$ cat src/rtl/alu_mul_sequencer_if.sv
// ============================================================================
// Module  : alu_mul_sequencer_if
// Purpose : Request/response handshake and shared-ALU port bundle for the
//           multi-cycle multiply sequencer.
// Revision: 1.0 - initial release
// ============================================================================
`default_nettype none

interface alu_mul_sequencer_if;
  logic        req_valid;
  logic        req_ready;
  logic [31:0] req_a;
  logic [31:0] req_b;
  logic        resp_valid;
  logic        resp_ready;
  logic [31:0] resp_result;
  logic        resp_zero;
  logic        busy;
  logic [31:0] alu_a;
  logic [31:0] alu_b;
  logic [2:0]  alu_ctrl;
  logic [31:0] alu_result;

  // Sequencer side
  modport slave (
    input  req_valid, req_a, req_b, resp_ready, alu_result,
    output req_ready, resp_valid, resp_result, resp_zero, busy,
           alu_a, alu_b, alu_ctrl
  );

  // Pipeline control / ALU side
  modport master (
    output req_valid, req_a, req_b, resp_ready, alu_result,
    input  req_ready, resp_valid, resp_result, resp_zero, busy,
           alu_a, alu_b, alu_ctrl
  );
endinterface

`default_nettype wire

$ cat src/rtl/alu_mul_sequencer.sv
// ============================================================================
// Module  : alu_mul_sequencer
// Purpose : Shift-and-add 32x32 unsigned multiply (low word) that borrows the
//           shared execute-stage ALU for one add per multiplier bit.
// Revision: 1.0 - initial release
// ============================================================================
`default_nettype none

module alu_mul_sequencer #(
  parameter logic [2:0] ADD_CODE   = 3'b010,
  parameter int         EARLY_EXIT = 1
) (
  input  wire logic           clk,
  input  wire logic           rst_n,
  alu_mul_sequencer_if.slave  bus
);

  typedef enum logic [1:0] {
    ST_IDLE = 2'd0,
    ST_CALC = 2'd1,
    ST_DONE = 2'd2
  } state_t;

  state_t      state_q, state_d;
  logic [31:0] mcand_q, mcand_d;
  logic [31:0] mplier_q, mplier_d;
  logic [31:0] acc_q, acc_d;
  logic [4:0]  cnt_q, cnt_d;

  logic        w_mplier_exhausted;
  logic        w_last_iter;
  logic        w_in_calc;
  logic        w_in_done;

  // Early exit looks at the bits that remain after this iteration's bit 0.
  generate
    if (EARLY_EXIT != 0) begin : g_early_exit
      assign w_mplier_exhausted = (mplier_q[31:1] == 31'd0);
    end else begin : g_full_iter
      assign w_mplier_exhausted = 1'b0;
    end
  endgenerate

  assign w_last_iter = (cnt_q == 5'd31) || w_mplier_exhausted;
  assign w_in_calc   = (state_q == ST_CALC);
  assign w_in_done   = (state_q == ST_DONE);

  always_ff @(posedge clk or negedge rst_n) begin
    if (!rst_n) begin
      state_q  <= ST_IDLE;
      mcand_q  <= '0;
      mplier_q <= '0;
      acc_q    <= '0;
      cnt_q    <= '0;
    end else begin
      state_q  <= state_d;
      mcand_q  <= mcand_d;
      mplier_q <= mplier_d;
      acc_q    <= acc_d;
      cnt_q    <= cnt_d;
    end
  end

  always_comb begin
    state_d  = state_q;
    mcand_d  = mcand_q;
    mplier_d = mplier_q;
    acc_d    = acc_q;
    cnt_d    = cnt_q;

    case (state_q)
      ST_IDLE: begin
        if (bus.req_valid) begin
          mcand_d  = bus.req_a;
          mplier_d = bus.req_b;
          acc_d    = '0;
          cnt_d    = '0;
          state_d  = ST_CALC;
        end
      end

      ST_CALC: begin
        // Wrapping add is exact for the low word, so no carry is kept.
        if (mplier_q[0]) begin
          acc_d = bus.alu_result;
        end
        mcand_d  = {mcand_q[30:0], 1'b0};
        mplier_d = {1'b0, mplier_q[31:1]};
        cnt_d    = cnt_q + 5'd1;
        if (w_last_iter) begin
          state_d = ST_DONE;
        end
      end

      ST_DONE: begin
        if (bus.resp_ready) begin
          state_d = ST_IDLE;
        end
      end

      default: begin
        state_d = ST_IDLE;
      end
    endcase
  end

  assign bus.req_ready   = (state_q == ST_IDLE);
  assign bus.resp_valid  = w_in_done;
  assign bus.busy        = w_in_calc || w_in_done;
  assign bus.resp_result = w_in_done ? acc_q : 32'd0;
  assign bus.resp_zero   = (bus.resp_result == 32'd0);

  // Operands are zeroed outside CALC so the shared ALU output is predictable.
  assign bus.alu_a       = w_in_calc ? acc_q   : 32'd0;
  assign bus.alu_b       = w_in_calc ? mcand_q : 32'd0;
  assign bus.alu_ctrl    = ADD_CODE;

endmodule

`default_nettype wire

$ cat src/flat_wrapper.sv
// flat-port wrapper written by rule: the top's interface ports become plain ports
module alu_mul_sequencer_flat 
#(
  parameter logic [2:0] ADD_CODE   = 3'b010,
  parameter int         EARLY_EXIT = 1
)
  (clk, rst_n, bus_req_valid, bus_req_a, bus_req_b, bus_resp_ready, bus_alu_result, bus_req_ready, bus_resp_valid, bus_resp_result, bus_resp_zero, bus_busy, bus_alu_a, bus_alu_b, bus_alu_ctrl);
  alu_mul_sequencer_if bus_i ();
  input  wire logic clk;
  input  wire logic rst_n;
  input wire logic [$bits(bus_i.req_valid)-1:0] bus_req_valid;
  input wire logic [$bits(bus_i.req_a)-1:0] bus_req_a;
  input wire logic [$bits(bus_i.req_b)-1:0] bus_req_b;
  input wire logic [$bits(bus_i.resp_ready)-1:0] bus_resp_ready;
  input wire logic [$bits(bus_i.alu_result)-1:0] bus_alu_result;
  output wire logic [$bits(bus_i.req_ready)-1:0] bus_req_ready;
  output wire logic [$bits(bus_i.resp_valid)-1:0] bus_resp_valid;
  output wire logic [$bits(bus_i.resp_result)-1:0] bus_resp_result;
  output wire logic [$bits(bus_i.resp_zero)-1:0] bus_resp_zero;
  output wire logic [$bits(bus_i.busy)-1:0] bus_busy;
  output wire logic [$bits(bus_i.alu_a)-1:0] bus_alu_a;
  output wire logic [$bits(bus_i.alu_b)-1:0] bus_alu_b;
  output wire logic [$bits(bus_i.alu_ctrl)-1:0] bus_alu_ctrl;
  assign bus_i.req_valid = bus_req_valid;
  assign bus_i.req_a = bus_req_a;
  assign bus_i.req_b = bus_req_b;
  assign bus_i.resp_ready = bus_resp_ready;
  assign bus_i.alu_result = bus_alu_result;
  assign bus_req_ready = bus_i.req_ready;
  assign bus_resp_valid = bus_i.resp_valid;
  assign bus_resp_result = bus_i.resp_result;
  assign bus_resp_zero = bus_i.resp_zero;
  assign bus_busy = bus_i.busy;
  assign bus_alu_a = bus_i.alu_a;
  assign bus_alu_b = bus_i.alu_b;
  assign bus_alu_ctrl = bus_i.alu_ctrl;
  alu_mul_sequencer #(.ADD_CODE(ADD_CODE), .EARLY_EXIT(EARLY_EXIT)) u_core (.clk(clk), .rst_n(rst_n), .bus(bus_i));
endmodule
$ cat config.mk
export PLATFORM = sky130hd
export DESIGN_NAME = alu_mul_sequencer_flat
export DESIGN_NICKNAME = d
export VERILOG_FILES = /design/src/rtl/alu_mul_sequencer_if.sv /design/src/rtl/alu_mul_sequencer.sv /design/src/flat_wrapper.sv
export SDC_FILE = /design/constraint.sdc
export NUM_CORES = 1
export LEC_CHECK = 0
export CORE_UTILIZATION = 47
export DETAILED_ROUTE_END_ITERATION = 8
export GPL_TIMING_DRIVEN = 0
export PLACE_DENSITY = 0.93
export SLEW_MARGIN = 20
export SYNTH_ARGS = -nofsm -noshare
export SYNTH_HDL_FRONTEND = slang
export SYNTH_SLANG_ARGS = --single-unit
$ cat constraint.sdc
create_clock -name clk -period 4.7 [get_ports clk]
set_clock_uncertainty 0.2 [all_clocks]
set_input_delay 1.175 -clock clk [delete_from_list [all_inputs] [get_ports clk]]
set_output_delay 1.175 -clock clk [all_outputs]
set_load 0.005 [all_outputs]
==> results of run 1 <==
[worst reg2reg max path: cells and delay by family (launching register included)]
kind	cells	cell delay [ns]
AOI/OAI and AO/OA	2	0.33
and+or+nand+nor	2	0.31
adders and majority gates	1	0.20
DFF	1	0.41
buffers and inverters	3	0.70
[metrics by stage]
stage	util (%)	setup slack, ns	setup TNS (ns)	hold WS [ns]
5_1_grt	71.18	0.1770	0	0.3448
4_1_cts	71.18	0.2770	0	0.2865
3_5_place_dp	68.69	0.6454	0	0.2710
6_report	71.18	0.2175	0	0.2865
2_1_floorplan	-	1.792	0	0.2498
3_3_place_gp	68.43	-1.379	-141.33	0.2732
[synthesized netlist by cell type (all sizes together)]
cell and n:
nand2b 1, and3 1, inv 7, o22ai 55
o311ai 1, o31a 1, nand2 38, dfrtp 103
nand4 4, ha 5, buf 26, nor3 3
nor2b 1, conb 2, o32ai 1, a21oi 31
and2 96, nand3 1, clkbuf 20, nand3b 1
a22o 36, a22oi 6, mux2i 33, o21ai 38
nor2 4, o21a 1, nor4 15, a21o 2
o211ai 1
[layout make-up]
class	instances	area share, %
Sequential cell	103	32.97
Buffer	46	3.569
Multi-Input combinational cell	379	31.55
Clock inverter	5	0.4321
Timing Repair Buffer	200	25.85
Clock buffer	10	3.057
Inverter	7	0.3361
Tap cell	140	2.241
[report_power, final]
group / switching [mW] / leakage [nW] / total [mW] / internal (mW)
registers: 0.326 / 1.26 / 1.57 / 1.25
logic: 1.11 / 1.87 / 2.28 / 1.17
clock network: 0.325 / 0.131 / 0.696 / 0.371
total: 1.76 / 3.26 / 4.54 / 2.78
[cell families (layout without fill, tap and decap cells)]
family / count (synthesis) / in the layout
AO/OA/AOI/OAI: 173 / 173
adder cells (fa/ha/maj): 5 / 5
buffers and inverters: 53 / 268
flip-flops: 103 / 103
multiplexers: 33 / 33
other: 2 / 3
AND/OR/NAND/NOR: 165 / 165
[layout by cell type, fill, tap and decap left out, types with 10 or more instances in the layout]
cell and n:
dfrtp_1 103, mux2i_1 33, clkbuf_1 20, buf_6 10, nand2_1 38, a22o_1 36, and2_1 95, clkdlybuf4s50_1 198
a21oi_1 30, o21ai_0 37, buf_2 10, o22ai_1 55, nor4_1 15
[layer usage]
metal / vias to the layer above / wire (um)
met5: - / 0
met2: 264 / 8213
met4: 0 / 409
met3: 39 / 1177
li1: 2359 / -
met1: 2521 / 6297
[flip-flops by register name, indices dropped and copies added, names as in the netlist]
register,count
u_core.acc_q,32
u_core.cnt_q,5
u_core.mcand_q,32
u_core.mplier_q,32
u_core.state_q,2
[how the worst min path moves through the flow]
| stage | slack, ns | from | to | cells past startpoint |
|---|---|---|---|---|
| 3_3_place_gp | 0.27 | u_core.mplier_q[0]$_DFFE_PN0P_ | u_core.mplier_q[0]$_DFFE_PN0P_ | 2 |
| 3_5_place_dp | 0.27 | u_core.mplier_q[0]$_DFFE_PN0P_ | u_core.mplier_q[0]$_DFFE_PN0P_ | 2 |
| 6_report | 0.29 | u_core.mplier_q[0]$_DFFE_PN0P_ | u_core.mplier_q[0]$_DFFE_PN0P_ | 2 |
| 2_1_floorplan | 0.25 | u_core.mplier_q[0]$_DFFE_PN0P_ | u_core.mplier_q[0]$_DFFE_PN0P_ | 2 |
| 5_1_grt | 0.34 | u_core.acc_q[24]$_DFFE_PN0P_ | u_core.acc_q[24]$_DFFE_PN0P_ | 1 |
| 4_1_cts | 0.29 | u_core.mplier_q[0]$_DFFE_PN0P_ | u_core.mplier_q[0]$_DFFE_PN0P_ | 2 |
==> impl_metrics.py, run 1 <==
metrics = {
    "cts": {
        "clockRootBuffer": "clkbuf_16",
        "clockBufferDepth": 2,
        "cts_resized": 0,
        "ctsHoldBuffers": 0,
        "cts_setup_buffers": 0,
        "cts_sinks": 103,
        "cts_tree": "built",
        "cts_buffers": 9,
        "clock_latency_ns": 0.34,
        "cts_max_level": 3,
        "clkTransAtPathRegs_ns": 0.07,
    },
    "timing": {
        "fmax_ghz": 0.2231,
        "min_period_ns": 4.482,
        "setup_viol": 0,
        "rsz0062_at_grt": "no",
        "max-slew-margin-rel_pct": 66.46,
        "maxSlewViolCount": 0,
        "period_share_pct": 95.37,
        "worstMarginPinSlew_ns": 0.4985,
        "hold_violations": 0,
    },
    "drt": {
        "vias": 5183,
        "drtPass1Iterations": 5,
        "vias_per_cell": 5.824,
        "antenna_left": 0,
        "wl_per_cell_um": 18.09,
        "routed_wl_um": 16100,
        "drc": 0,
        "drt_iter0_drc": 365,
    },
    "critical_path": {
        "r2r_setup_slack_ns": 2.47,
        "worstPathRequired_ns": 3.32,
        "cp_slowest_cell": "clkdlybuf4s50_1",
        "endpoint_kind": "output port",
        "critical_path.max_stage_delay_ns": 0.53,
        "path_cells": "inv_1 -> ha_1 -> clkbuf_1 -> and2_1 -> nor4_1 -> nand4_1 -> a21oi_1 -> clkdlybuf4s50_1",
        "cp.arrival_ns": 3.11,
        "crit_buf_inv": 3,
        "timing.rr.start": "u_core.state_q[1]$_DFFE_PN0P_",
        "crit_end": "bus_resp_zero",
        "crit_family": "simple AND/OR/NAND/NOR gates",
        "startpoint": "u_core.state_q[0]$_DFFE_PN0P_",
        "critPathKind": "reg2out",
        "worst-path-stages": 8,
        "r2r-end": "u_core.mcand_q[22]$_DFFE_PN0P_",
        "ff2ff_path_depth": 8,
        "start_kind": "register",
        "worst-path-max-fanout": 10,
    },
    "power_and_ir_drop": {
        "total_power_mw": 4.544,
        "cellPowerDensity_nw_per_um2": 581.3,
        "p_leak_nw": 3.257,
        "ir_drop_v": 0.0003271,
    },
    "die": {
        "start_util_pct": 48.67,
        "ios": 203,
        "core_area_sq_um": 10980,
        "die_w_um": 108.6,
        "die-height_um": 108.6,
        "dieArea_sq_um": 11800,
        "rows": 38,
    },
    "finish": {
        "drive_gt1_share_pct": 6.533,
        "stdcell_area_sq_um": 7818,
        "final-seq-area_sq_um": 2577,
        "fin_cells": 890,
        "fin_nets": 851,
        "n_fill_cell": 809,
        "area_delta_synth_final_pct": 46.25,
        "diodes": 0,
        "multi_input_area_sq_um": 2466,
    },
    "place": {
        "dpl_cell_area_sq_um": 7545,
        "dp_cells": 875,
        "gp_congestion": 0.8909,
        "portBuffers": 199,
        "place_hpwl_um": 11760,
    },
    "grt": {
        "met1_usage_pct": 33.25,
        "grtUsageMet3_pct": 5.320,
        "antenna_found_initial": 0,
        "overflow": 0,
        "grt_pass1_wl_um": 25660,
        "grt_max_degree": 86,
        "gr-usage-met2_pct": 49.91,
        "grt_busiest_layer": "met2",
        "grt_pass1_vias": 5210,
        "grt_usage_pct": 28.19,
    },
    "logic_synthesis": {
        "synthMuxAreaShare_pct": 6.180,
        "yosys_register_bits": 103,
        "yosys.area.top_type_share_pct": 48.22,
        "synth_area_leader_cell": "dfrtp_1",
        "syn_avg_cell_area_sq_um": 10.01,
        "synthAdderAreaFrac_pct": 1.170,
        "yosysWarningCount": 0,
        "synth_xor_area_share_pct": 0,
        "synth_area_leaders": "dfrtp_1 (48%), and2_1 (11%), o22ai_1 (6.4%), mux2i_1 (6.2%), a22o_1 (5.9%)",
        "syn_area_sq_um": 5345,
        "synth_top_family_by_area": "compound AO/OA/AOI/OAI gates",
        "synth_cells": 534,
        "synth_compound_area_share_pct": 21.04,
        "ys_seq_area_share_pct": 48.22,
        "synthSimpleGateAreaFrac_pct": 17.53,
        "ys_types": 37,
    },
    "min_path": {
        "hold_path_class": "reg2reg",
    },
    "status": {
        "status": "completed",
    },
    "flow_run": {
        "maxCapViolCount": 0,
    },
}
No activity file was read; power rests on OpenSTA's default activity.
==> run 2, diff against run 1 <==
CORE_ASPECT_RATIO = 0.7   (was not set)
CORE_UTILIZATION = 40   (was 47)
HOLD_SLACK_MARGIN = 0.15   (was not set)
PLACE_DENSITY = 0.85   (was 0.93)
clock period = 3.7 ns   (was 4.7 ns; I/O delays follow)
==> impl_metrics.py, run 2 (synthesis results as in run 1) <==
metrics = {
    "critical_path": {
        "path_cells": "inv_1 -> ha_2 -> buf_4 -> clkbuf_1 -> and2_1 -> clkdlybuf4s50_1",
        "critical_path.max_stage_delay_ns": 0.50,
        "critPathKind": "reg2out",
        "worst-path-max-fanout": 10,
        "crit_buf_inv": 4,
        "endpoint_kind": "output port",
        "start_kind": "register",
        "timing.rr.start": "u_core.state_q[1]$_DFFE_PN0P_",
        "cp_slowest_cell": "clkdlybuf4s50_1",
        "cp.arrival_ns": 2.40,
        "startpoint": "u_core.state_q[1]$_DFFE_PN0P_",
        "crit_family": "buffers and inverters",
        "worstPathRequired_ns": 2.57,
    },
    "power_and_ir_drop": {
        "p_leak_nw": 3.276,
        "total_power_mw": 5.788,
        "cellPowerDensity_nw_per_um2": 733.0,
        "ir_drop_v": 0.0003470,
    },
    "place": {
        "portBuffers": 199,
        "dp_cells": 897,
        "gp_congestion": 0.8640,
        "pre_cts_ws_ns": -0.2141,
        "place_hpwl_um": 12430,
        "dpl_cell_area_sq_um": 7572,
    },
    "finish": {
        "stdcell_area_sq_um": 7896,
        "final_common_cell": "clkdlybuf4s50_1",
        "fin_cells": 913,
        "layout_common_cells": "clkdlybuf4s50_1 (197), dfrtp_1 (103), and2_1 (94)",
        "top_regs": "u_core.acc_q: 32 flops, u_core.mcand_q: 32 flops, u_core.mplier_q: 32 flops",
        "final-seq-area_sq_um": 2577,
        "area_delta_synth_final_pct": 47.73,
        "multi_input_area_sq_um": 2507,
        "fin_nets": 852,
        "diodes": 0,
        "n_fill_cell": 1016,
        "drive_gt1_share_pct": 7.723,
        "final_util_pct": 62.08,
    },
    "cts": {
        "cts_buffers": 9,
        "cts_max_level": 3,
        "cts_sinks": 103,
        "ctsHoldBuffers": 0,
        "clockBufferDepth": 2,
        "clock_latency_ns": 0.34,
        "cts_tree": "built",
        "clkTransAtPathRegs_ns": 0.07,
        "clockRootBuffer": "clkbuf_16",
    },
    "grt": {
        "grt_usage_pct": 24.05,
        "overflow": 0,
        "grt_pass1_vias": 5111,
        "grt_pass1_wl_um": 26300,
        "grt_max_degree": 79,
        "antenna_found_initial": 0,
    },
    "die": {
        "start_util_pct": 42.02,
        "ios": 203,
        "die-height_um": 98.72,
        "die_w_um": 140.2,
        "rows": 34,
        "dieArea_sq_um": 13840,
        "core_area_sq_um": 12720,
    },
    "drt": {
        "vias": 5093,
        "drtPass1Iterations": 5,
        "antenna_left": 0,
        "wl_per_cell_um": 18.06,
        "drt_iter0_drc": 231,
        "drc": 0,
        "routed_wl_um": 16490,
        "vias_per_cell": 5.578,
    },
    "timing": {
        "tns_ns": 0,
        "hold_violations": 0,
        "rsz0062_at_grt": "no",
        "worstMarginPinSlew_ns": 0.5376,
        "maxSlewViolCount": 0,
        "min_period_ns": 3.522,
        "setup_viol": 0,
        "max-slew-margin-rel_pct": 63.83,
        "fmax_ghz": 0.2839,
        "holdWs_ns": 0.2286,
        "fin_ws_ns": 0.1778,
        "period_share_pct": 95.19,
    },
    "flow_run": {
        "maxCapViolCount": 0,
    },
    "min_path": {
        "hold_path_class": "in2async",
    },
    "status": {
        "status": "completed",
    },
}
-- run 2: cell count changes in the layout (fill, tap and decap cells not counted), sizes merged --
| cell | before | now |
|---|---|---|
| buf | 28 | 29 |
| clkbuf | 30 | 32 |
| clkdlybuf4s50 | 198 | 197 |
| clkinv | 2 | 1 |
| dlygate4sd2 | 0 | 1 |
| inv | 8 | 7 |
-- run 2: cell type report --
| cell class | count | share of cell area (%) |
|---|---|---|
| timing repair buffer | 201 | 25.67 |
| inverter | 7 | 0.3328 |
| multi-input combinational | 379 | 31.75 |
| clock inverter | 3 | 0.2535 |
| buffer | 46 | 3.660 |
| sequential | 103 | 32.64 |
| clock buffer | 12 | 3.122 |
| tap | 162 | 2.567 |
-- run 2: where the power goes --
group	internal [mW]	total, mW	switching, mW
Combinational	1.50	2.92	1.42
Sequential	1.58	2.00	0.415
Clock	0.471	0.873	0.403
Total	3.55	5.79	2.24
-- run 2: metal layers --
metal  GRT usage [%]  routed length, um
met4           5.072                136
met5               0                  0
met2           42.27               8217
met1           30.75               7105
met3           4.908               1029
-- run 2: worst paths after layout --
| kind | endpoint | slack, ns | cells past startpoint |
|---|---|---|---|
| hold reg to reg | u_core.mplier_q[7]$_DFFE_PN0P_ | 0.31 | 2 |
| setup / recovery | bus_alu_a[26] | 0.18 | 6 |
| setup reg to reg | u_core.mcand_q[23]$_DFFE_PN0P_ | 1.46 | 8 |
| max in group asynchronous | u_core.mcand_q[21]$_DFFE_PN0P_ | 2.41 | 2 |
| hold / removal | u_core.mplier_q[20]$_DFFE_PN0P_ | 0.23 | 1 |
| min in group clk | u_core.mplier_q[7]$_DFFE_PN0P_ | 0.31 | 2 |
-- run 2: timing repair --
item                                    4_1_cts  5_1_grt
pin swaps                                     1        0
endpoints found under the setup margin        3       44
gates resized for setup                      13        3
setup buffers                                 1        0
